**src/rtl/piso_pkg.sv**
```systemverilog
`default_nettype none
// ============================================================================
// Module      : piso_pkg
// Description : Shared types and helpers for the piso_stream serialiser.
//               Holds the FSM state encoding and the beat-counter width
//               helper used by the top and its testbench.
// Revision    : 1.0  initial release
// ============================================================================
package piso_pkg;

  // IDLE : no word held.  SHIFT : word held, bits still pending.
  typedef enum logic [0:0] {
    IDLE  = 1'b0,
    SHIFT = 1'b1
  } piso_state_t;

  // Beat counter width for a word of w bits; never narrower than one bit.
  function automatic int piso_cnt_width(input int w);
    return (w <= 2) ? 1 : $clog2(w);
  endfunction

endpackage : piso_pkg
`default_nettype wire

```
**src/rtl/piso_stream_if.sv**
```systemverilog
`default_nettype none
// ============================================================================
// Module      : piso_stream_if
// Description : Parallel-in / serial-out stream bundle.
//               master : drives the parallel word, fill bit and the serial
//                        ready (the producer/consumer side).
//               slave  : the serialiser itself.
// Signals     : PI[WIDTH-1:0], PI_VALID, PI_READY  parallel load handshake
//               SI                                 serial fill bit
//               SO, SO_VALID, SO_READY, SO_LAST    serial output handshake
// Revision    : 1.0  initial release
// ============================================================================
interface piso_stream_if #(
  parameter int WIDTH = 10
);
  logic [WIDTH-1:0] PI;
  logic             PI_VALID;
  logic             PI_READY;
  logic             SI;
  logic             SO;
  logic             SO_VALID;
  logic             SO_READY;
  logic             SO_LAST;

  modport master (
    output PI, PI_VALID, SI, SO_READY,
    input  PI_READY, SO, SO_VALID, SO_LAST
  );

  modport slave (
    input  PI, PI_VALID, SI, SO_READY,
    output PI_READY, SO, SO_VALID, SO_LAST
  );
endinterface : piso_stream_if
`default_nettype wire

```
**src/rtl/piso_shift_reg.sv**
```systemverilog
`default_nettype none
// ============================================================================
// Module      : piso_shift_reg
// Description : Loadable shift register. A load captures i_pi; a shift moves
//               the contents one place toward the output end and inserts
//               i_si at the opposite end. Load has priority over shift.
// Ports       : i_clk, i_rst_n      clock, async active-low reset
//               i_load, i_pi        parallel load strobe and data
//               i_shift, i_si       shift strobe and fill bit
//               o_so                bit at the output end
//               o_sreg              full register contents
// Revision    : 1.0  initial release
// ============================================================================
module piso_shift_reg
  import piso_pkg::*;
#(
  parameter int WIDTH     = 10,
  parameter bit MSB_FIRST = 1'b1
) (
  input  wire logic             i_clk,
  input  wire logic             i_rst_n,
  input  wire logic             i_load,
  input  wire logic [WIDTH-1:0] i_pi,
  input  wire logic             i_shift,
  input  wire logic             i_si,
  output logic                  o_so,
  output logic [WIDTH-1:0]      o_sreg
);

  logic [WIDTH-1:0] r_sreg;
  logic [WIDTH-1:0] w_shifted;

  generate
    if (MSB_FIRST) begin : g_msb_first
      // Output end is the top bit; fill enters at bit 0.
      assign w_shifted = {r_sreg[WIDTH-2:0], i_si};
      assign o_so      = r_sreg[WIDTH-1];
    end else begin : g_lsb_first
      // Output end is bit 0; fill enters at the top bit.
      assign w_shifted = {i_si, r_sreg[WIDTH-1:1]};
      assign o_so      = r_sreg[0];
    end
  endgenerate

  always_ff @(posedge i_clk or negedge i_rst_n) begin
    if (!i_rst_n) begin
      r_sreg <= '0;
    end else if (i_load) begin
      r_sreg <= i_pi;
    end else if (i_shift) begin
      r_sreg <= w_shifted;
    end
  end

  assign o_sreg = r_sreg;

endmodule : piso_shift_reg
`default_nettype wire

```
**src/rtl/piso_stream.sv**
```systemverilog
`default_nettype none
// ============================================================================
// Module      : piso_stream
// Description : Parallel-in / serial-out streamer with valid/ready on both
//               sides. A word is loaded into the shift register and sent one
//               bit per accepted beat; the last beat can reload the next word
//               in the same cycle so consecutive words have no bubble.
// Ports       : CLK          clock, rising edge
//               ASYNCRESETN  asynchronous active-low reset
//               bus          piso_stream_if.slave (PI/PI_VALID/PI_READY,
//                            SI, SO/SO_VALID/SO_READY/SO_LAST)
// Revision    : 1.0  initial release
// ============================================================================
module piso_stream
  import piso_pkg::*;
#(
  parameter int WIDTH     = 10,
  parameter bit MSB_FIRST = 1'b1
) (
  input  wire logic     CLK,
  input  wire logic     ASYNCRESETN,
  piso_stream_if.slave  bus
);

  localparam int             CW     = piso_cnt_width(WIDTH);
  localparam logic [CW-1:0]  c_LAST = CW'(WIDTH - 1);

  piso_state_t      r_state;
  logic [CW-1:0]    r_cnt;

  logic             w_shift_st;
  logic             w_last;
  logic             w_ready;
  logic             w_load;
  logic             w_beat;
  logic             w_so;
  logic [WIDTH-1:0] w_sreg;

  assign w_shift_st = (r_state == SHIFT);
  assign w_last     = w_shift_st && (r_cnt == c_LAST);
  // Ready while empty, or on the final beat so the next word follows directly.
  assign w_ready    = (r_state == IDLE) || (w_last && bus.SO_READY);
  assign w_load     = bus.PI_VALID && w_ready;
  assign w_beat     = w_shift_st && bus.SO_READY;

  always_ff @(posedge CLK or negedge ASYNCRESETN) begin
    if (!ASYNCRESETN) begin
      r_state <= IDLE;
      r_cnt   <= '0;
    end else if (w_load) begin
      r_state <= SHIFT;
      r_cnt   <= '0;
    end else if (w_beat) begin
      if (w_last) begin
        r_state <= IDLE;
        r_cnt   <= '0;
      end else begin
        r_cnt   <= r_cnt + CW'(1);
      end
    end
  end

  // A reload on the final beat overwrites the register instead of shifting.
  piso_shift_reg #(
    .WIDTH     (WIDTH),
    .MSB_FIRST (MSB_FIRST)
  ) u_sreg (
    .i_clk   (CLK),
    .i_rst_n (ASYNCRESETN),
    .i_load  (w_load),
    .i_pi    (bus.PI),
    .i_shift (w_beat && !w_load),
    .i_si    (bus.SI),
    .o_so    (w_so),
    .o_sreg  (w_sreg)
  );

  assign bus.PI_READY = w_ready;
  assign bus.SO_VALID = w_shift_st;
  // Register may hold fill bits once the word is done; keep SO quiet in IDLE.
  assign bus.SO       = w_shift_st & w_so;
  assign bus.SO_LAST  = w_last;

endmodule : piso_stream
`default_nettype wire
```
**src/flat_wrapper.sv**
```systemverilog
// flat-port wrapper written by rule: the top's interface ports become plain ports
module piso_stream_flat import piso_pkg::*;
#(
  parameter int WIDTH     = 10,
  parameter bit MSB_FIRST = 1'b1
)
  (CLK, ASYNCRESETN, bus_PI, bus_PI_VALID, bus_SI, bus_SO_READY, bus_PI_READY, bus_SO, bus_SO_VALID, bus_SO_LAST);
  piso_stream_if #(.WIDTH(WIDTH)) bus_i ();
  input  wire logic CLK;
  input  wire logic ASYNCRESETN;
  input wire logic [$bits(bus_i.PI)-1:0] bus_PI;
  input wire logic [$bits(bus_i.PI_VALID)-1:0] bus_PI_VALID;
  input wire logic [$bits(bus_i.SI)-1:0] bus_SI;
  input wire logic [$bits(bus_i.SO_READY)-1:0] bus_SO_READY;
  output wire logic [$bits(bus_i.PI_READY)-1:0] bus_PI_READY;
  output wire logic [$bits(bus_i.SO)-1:0] bus_SO;
  output wire logic [$bits(bus_i.SO_VALID)-1:0] bus_SO_VALID;
  output wire logic [$bits(bus_i.SO_LAST)-1:0] bus_SO_LAST;
  assign bus_i.PI = bus_PI;
  assign bus_i.PI_VALID = bus_PI_VALID;
  assign bus_i.SI = bus_SI;
  assign bus_i.SO_READY = bus_SO_READY;
  assign bus_PI_READY = bus_i.PI_READY;
  assign bus_SO = bus_i.SO;
  assign bus_SO_VALID = bus_i.SO_VALID;
  assign bus_SO_LAST = bus_i.SO_LAST;
  piso_stream #(.WIDTH(WIDTH), .MSB_FIRST(MSB_FIRST)) u_core (.CLK(CLK), .ASYNCRESETN(ASYNCRESETN), .bus(bus_i));
endmodule
```
**config.mk**
```make
export PLATFORM = sky130hd
export DESIGN_NAME = piso_stream_flat
export DESIGN_NICKNAME = d
export VERILOG_FILES = /design/src/rtl/piso_pkg.sv /design/src/rtl/piso_stream_if.sv /design/src/rtl/piso_shift_reg.sv /design/src/rtl/piso_stream.sv /design/src/flat_wrapper.sv
export SDC_FILE = /design/constraint.sdc
export NUM_CORES = 1
export LEC_CHECK = 0
export CORE_MARGIN = 1.5
export CORE_UTILIZATION = 42
export DETAILED_ROUTE_END_ITERATION = 7
export PLACE_DENSITY = 0.73
export SETUP_SLACK_MARGIN = 0.2
export SYNTH_ARGS = -nofsm -noshare
export SYNTH_HDL_FRONTEND = slang
export SYNTH_SLANG_ARGS = --single-unit
```
**constraint.sdc**
```tcl
create_clock -name CLK -period 1.6 [get_ports CLK]
set_clock_uncertainty 0.2 [all_clocks]
set_input_delay 0.48 -clock CLK [delete_from_list [all_inputs] [get_ports CLK]]
set_output_delay 0.48 -clock CLK [all_outputs]
set_load 0.02 [all_outputs]
```
# Word level (Yosys, flattened, before mapping)
# Cells that the tools add are included.
classes:
  addsub: 1
  reduce_logical: 11
  n_bitwise: 2
  muxes: 8
  n_eq_ne: 1
op_table:
  columns: ["op", "n"]
  rows:
  - ["$mux W10", 2]
  - ["$mux W4", 3]
  - ["$reduce_bool A2 Y1", 3]
  - ["$logic_and A1 B1 Y1", 5]
  - ["$add A4 B1 Y4 const B", 1]
  - ["$eq A4 B4 Y1 const B", 1]
  - ["$mux W1", 3]
  - ["$reduce_and A2 Y1", 1]
  - ["$and A1 B1 Y1", 1]
  - ["$logic_not A1 Y1", 1]
  - ["$logic_or A1 B1 Y1", 1]
  - ["$not A1 Y1", 1]
totals:
  regBits: 15
  out_inout_bits: 4
  wordCells: 26

# Depth between registers and ports, before layout
# Gate-level depths: netlist (run 1).
depth:
  depth_word: 9
  mapped_depth: 6
  mapped_depth_nobuf: 5

# Hierarchy
# From an unflattened synthesis (run 1), not the netlist that was laid out.
hier_totals:
  hier_cells: 80
  hier_area_um2: 790.8
by_module_without_submodules:
  columns: ["mod", "area_per_inst_um2", "n_inst", "cells_each"]
  rows:
  - ["piso_shift_reg", 470.5, 1, 44]
  - ["piso_stream", 320.3, 1, 36]

# Worst setup path before layout (run 1)
# Ideal clock, no wire load.
synth_timing:
  path_kind: "register to output"
  startpoint: "register u_core.r_cnt[0]"
  endpoint: "output bus_SO_LAST"
  required_time_ns: 0.920
  n_path_buf: 1
  t_arrival_ns: 1.093
  path_stages_with_launch: 5
  path_slack_ns: -0.173
  cell_sequence: "dfrtp_1 ha_1 and3b_1 buf_6 and2_1"
synth_via:
  elab_chain_cells: 2
synth_rtl:
  columns: ["element", "line_no", "rtl"]
  rows:
  - ["from (decl)", "piso_stream.sv:29", "logic [CW-1:0] r_cnt;"]
  - ["from (signal assigned)", "piso_stream.sv:58", "r_cnt <= r_cnt + CW'(1);"]
  - ["$eq A4 B4 Y1", "piso_stream.sv:40", "assign w_last = w_shift_st && (r_cnt == c_LAST);"]
  - ["$logic_and A1 B1 Y1", "piso_stream.sv:40", null]
  - ["to (decl)", "flat_wrapper.sv:18", "output wire logic [$bits(bus_i.SO_LAST)-1:0] bus_SO_LAST;"]
# No other way between the ends.

# Worst setup path after layout (run 1)
layout_timing:
  startpoint: "register u_core.r_cnt[1]"
  endpoint: "output bus_SO_LAST"
# The elaborated chain is that of the path after synthesis.

==> results of run 1 <==
-- timing repair --
item / in CTS / in global routing
pin swaps: 17 / 1
setup endpoints to repair: 18 / 18
buffers inserted: 5 / 3
resized for setup: 34 / 1
cloned: 1 / 0
-- cells in the mapped netlist --
master and n:
and3b_1 1, a221o_1 10, clkbuf_1 1, a21oi_2 1, or4b_1 1, buf_6 1, nand3_1 4, nor2_1 1
or3_1 1, dfrtp_1 15, inv_1 1, o21ai_0 2, o31ai_1 2, nand2b_1 1, buf_2 1, nand4b_1 2
nor2b_1 1, nand2_1 5, ha_1 2, a21boi_1 1, and2_1 12, mux2i_1 1
-- metrics by stage --
step	hold slack, ns	instances
6_report	0.291	134
5_1_grt	0.304	134
4_1_cts	0.292	131
3_5_place_dp	0.279	121
3_3_place_gp	0.284	121
2_1_floorplan	-0.0156	67
-- sequential cells by signal (all words and copies together), names as in the netlist --
register	cells
u_core.bus.SO_VALID	1
u_core.r_cnt	4
u_core.u_sreg.o_sreg	10
-- per-layer routing --
layer	vias to the layer above	global-route usage [%]
li1	337	-
met5	-	0
met2	13	37.7
met3	6	7.20
met4	0	10.6
met1	348	28.6
-- worst min-delay path by stage --
| stage | endpoint | slack (ns) | depth (start not counted) |
|---|---|---|---|
| after floorplan | u_core.bus.SO_VALID | -0.02 | 0 |
| after global placement | u_core.u_sreg.o_sreg[5] | 0.28 | 1 |
| after detailed placement | u_core.u_sreg.o_sreg[3] | 0.28 | 1 |
| after CTS | u_core.r_cnt[1] | 0.29 | 2 |
| after global routing | u_core.u_sreg.o_sreg[9] | 0.30 | 2 |
| final | u_core.u_sreg.o_sreg[9] | 0.29 | 2 |
-- where the power goes --
| group | internal (W) | switching (W) | leakage [nW] |
|---|---|---|---|
| sequential | 0.000549 | 0.000102 | 0.185 |
| combinational | 0.000626 | 0.000444 | 0.355 |
| clock | 0.0000972 | 0.000120 | 0.0150 |
| total | 0.00127 | 0.000665 | 0.555 |
-- worst max-delay path: stages, from the launching register on --
cell and delay (ns):
dfrtp_1 0.38, inv_1 0.06, ha_2 0.18, and3b_2 0.19, and2_4 0.13, buf_6 0.10
-- cell usage in the layout, fill, tap and decap left out, types with 2 or more instances in the layout --
cell	count
and2_4	2
dfrtp_1	14
o31ai_4	2
nand2_1	4
a21oi_4	2
nand3_1	4
a221o_1	10
buf_6	6
buf_4	19
and2_1	10
clkbuf_4	3
clkdlybuf4s50_1	13
nand4b_1	2
-- logic make-up after synthesis --
logic type	synth area share, %
DFF	50.2
AOI/OAI and AO/OA	18.9
muxes	1.34
and+or+nand+nor	23.1
adders and majority gates	3.34
buffers and inverters	3.18
-- area by class of cell --
cell class,count,area share [%]
inverters,1,0.309
multi-input cells,49,34.8
clock buffers,4,2.16
well taps,25,2.57
repair buffers,40,29.1
flip-flops and latches,15,31.0
==> results.sh, run 1 <==
export IMPL_cts_made_buffers=3
export IMPL_ys_types=22
export IMPL_wl_met3_um=65
export IMPL_synth_area_top_cells="dfrtp_1, a221o_1, and2_1, ha_1, nand3_1"
export IMPL_finalCriticalPeriod_ns=2.02
export IMPL_postRouteAntennaNets=0
export IMPL_ff2ff_setup_slack_ns=-0.36
export IMPL_path_class="register to output port"
export IMPL_diodes=0
export IMPL_max_slew_margin_pct=79.2
export IMPL_violations="setup timing"
export IMPL_syn_avg_cell_area_um2=11.2
export IMPL_crit_fanout=2
export IMPL_finalWeightedCongestion=0.795
export IMPL_highest_layer="met4"
export IMPL_slew_viol_final=0
export IMPL_pwr_density_cell_nw_per_um2=1590
export IMPL_synth_top_area_share_pct=50.2
export IMPL_dp_hpwl_um=1250
export IMPL_die_area_um2=2040
export IMPL_dieHeight_um=45.2
export IMPL_min_period_over_period_pct=126
export IMPL_met2_length_um=1030
export IMPL_setup_viol=17
export IMPL_reg2reg_depth=8
export IMPL_antenna_found_initial=0
export IMPL_synthToLayoutAreaGrowth_pct=62.4
export IMPL_tns_ns=-4.25
export IMPL_critPathRequiredTime_ns=0.92
export IMPL_wl_per_cell_um=14.7
export IMPL_grt_pass1_wl_um=3310
export IMPL_crit_start="u_core.r_cnt[1]"
export IMPL_peakVddDrop_mv=0.969
export IMPL_netlist_area_um2=748
export IMPL_ioPinCount=19
export IMPL_placed_area_um2=1060
export IMPL_cp_start_kind="register"
export IMPL_regToRegStartpoint="u_core.r_cnt[1]"
export IMPL_status="finished, violations left"
export IMPL_track_usage_pct=23.4
export IMPL_drtIter0Drc=10
export IMPL_rows=15
export IMPL_clk_latency_ns=0.29
export IMPL_hold_buffers=0
export IMPL_drc=0
export IMPL_multi_input_area_um2=423
export IMPL_grt_remaining_overflow=0
export IMPL_path_clk_slew_ns=0.08
export IMPL_clock_root_buffer="clkbuf_4"
export IMPL_routedLengthMet1_um=815
export IMPL_end_kind="output port"
export IMPL_yosys_area_top_type="dfrtp_1"
export IMPL_grt_max_degree=16
export IMPL_arrival_ns=1.34
export IMPL_synth_cells=67
export IMPL_io_buffers=18
export IMPL_ys_ff_latch=15
export IMPL_grt_pass1_vias=713
export IMPL_pre_cts_ws_ns=-0.889
export IMPL_via_per_inst=5.25
export IMPL_hold_viol_final=0
export IMPL_crit_path_end="bus_SO_LAST"
export IMPL_reg2reg_to="u_core.r_cnt[2]"
export IMPL_synth_warnings=0
export IMPL_syn_num_nets=84
export IMPL_nNetsFinal=127
export IMPL_power_w=0.00194
export IMPL_hp_class="primary input to asynchronous set/reset pin"
export IMPL_worst_slack_ns=-0.422
export IMPL_clockBufferDepth=2
export IMPL_seqCellArea_um2=377
export IMPL_drt_first_pass_iters=4
export IMPL_cts_tree="done"
export IMPL_core_um2=1710
export IMPL_via_count=704
export IMPL_tightest_slew_ns=0.311
export IMPL_h_tree_depth=1
export IMPL_grt_setup_unrepaired="yes"
export IMPL_initial_core_util_pct=43.8
export IMPL_die_w_um=45.2
export IMPL_fillers=108
export IMPL_maxCapViolCount=0
export IMPL_final_area_um2=1210
export IMPL_max_freq_mhz=495
export IMPL_cts_sinks=15
export IMPL_drive_gt1_share_pct=36.7
export IMPL_p_leak_nw=0.555
export IMPL_synth_seq_area_share_pct=50.2
export IMPL_wirelength_um=1970
export IMPL_finalCoreUtilization_pct=71.1
Note: power is estimated with default switching activity, not from simulation.
==> run 2: changes to the inputs <==
Settings changed: ABC_AREA set to 0, GPL_TIMING_DRIVEN set to 1.
==> results of run 2 <==
The final DEF is identical to that of run 1; final timing and power are the same.
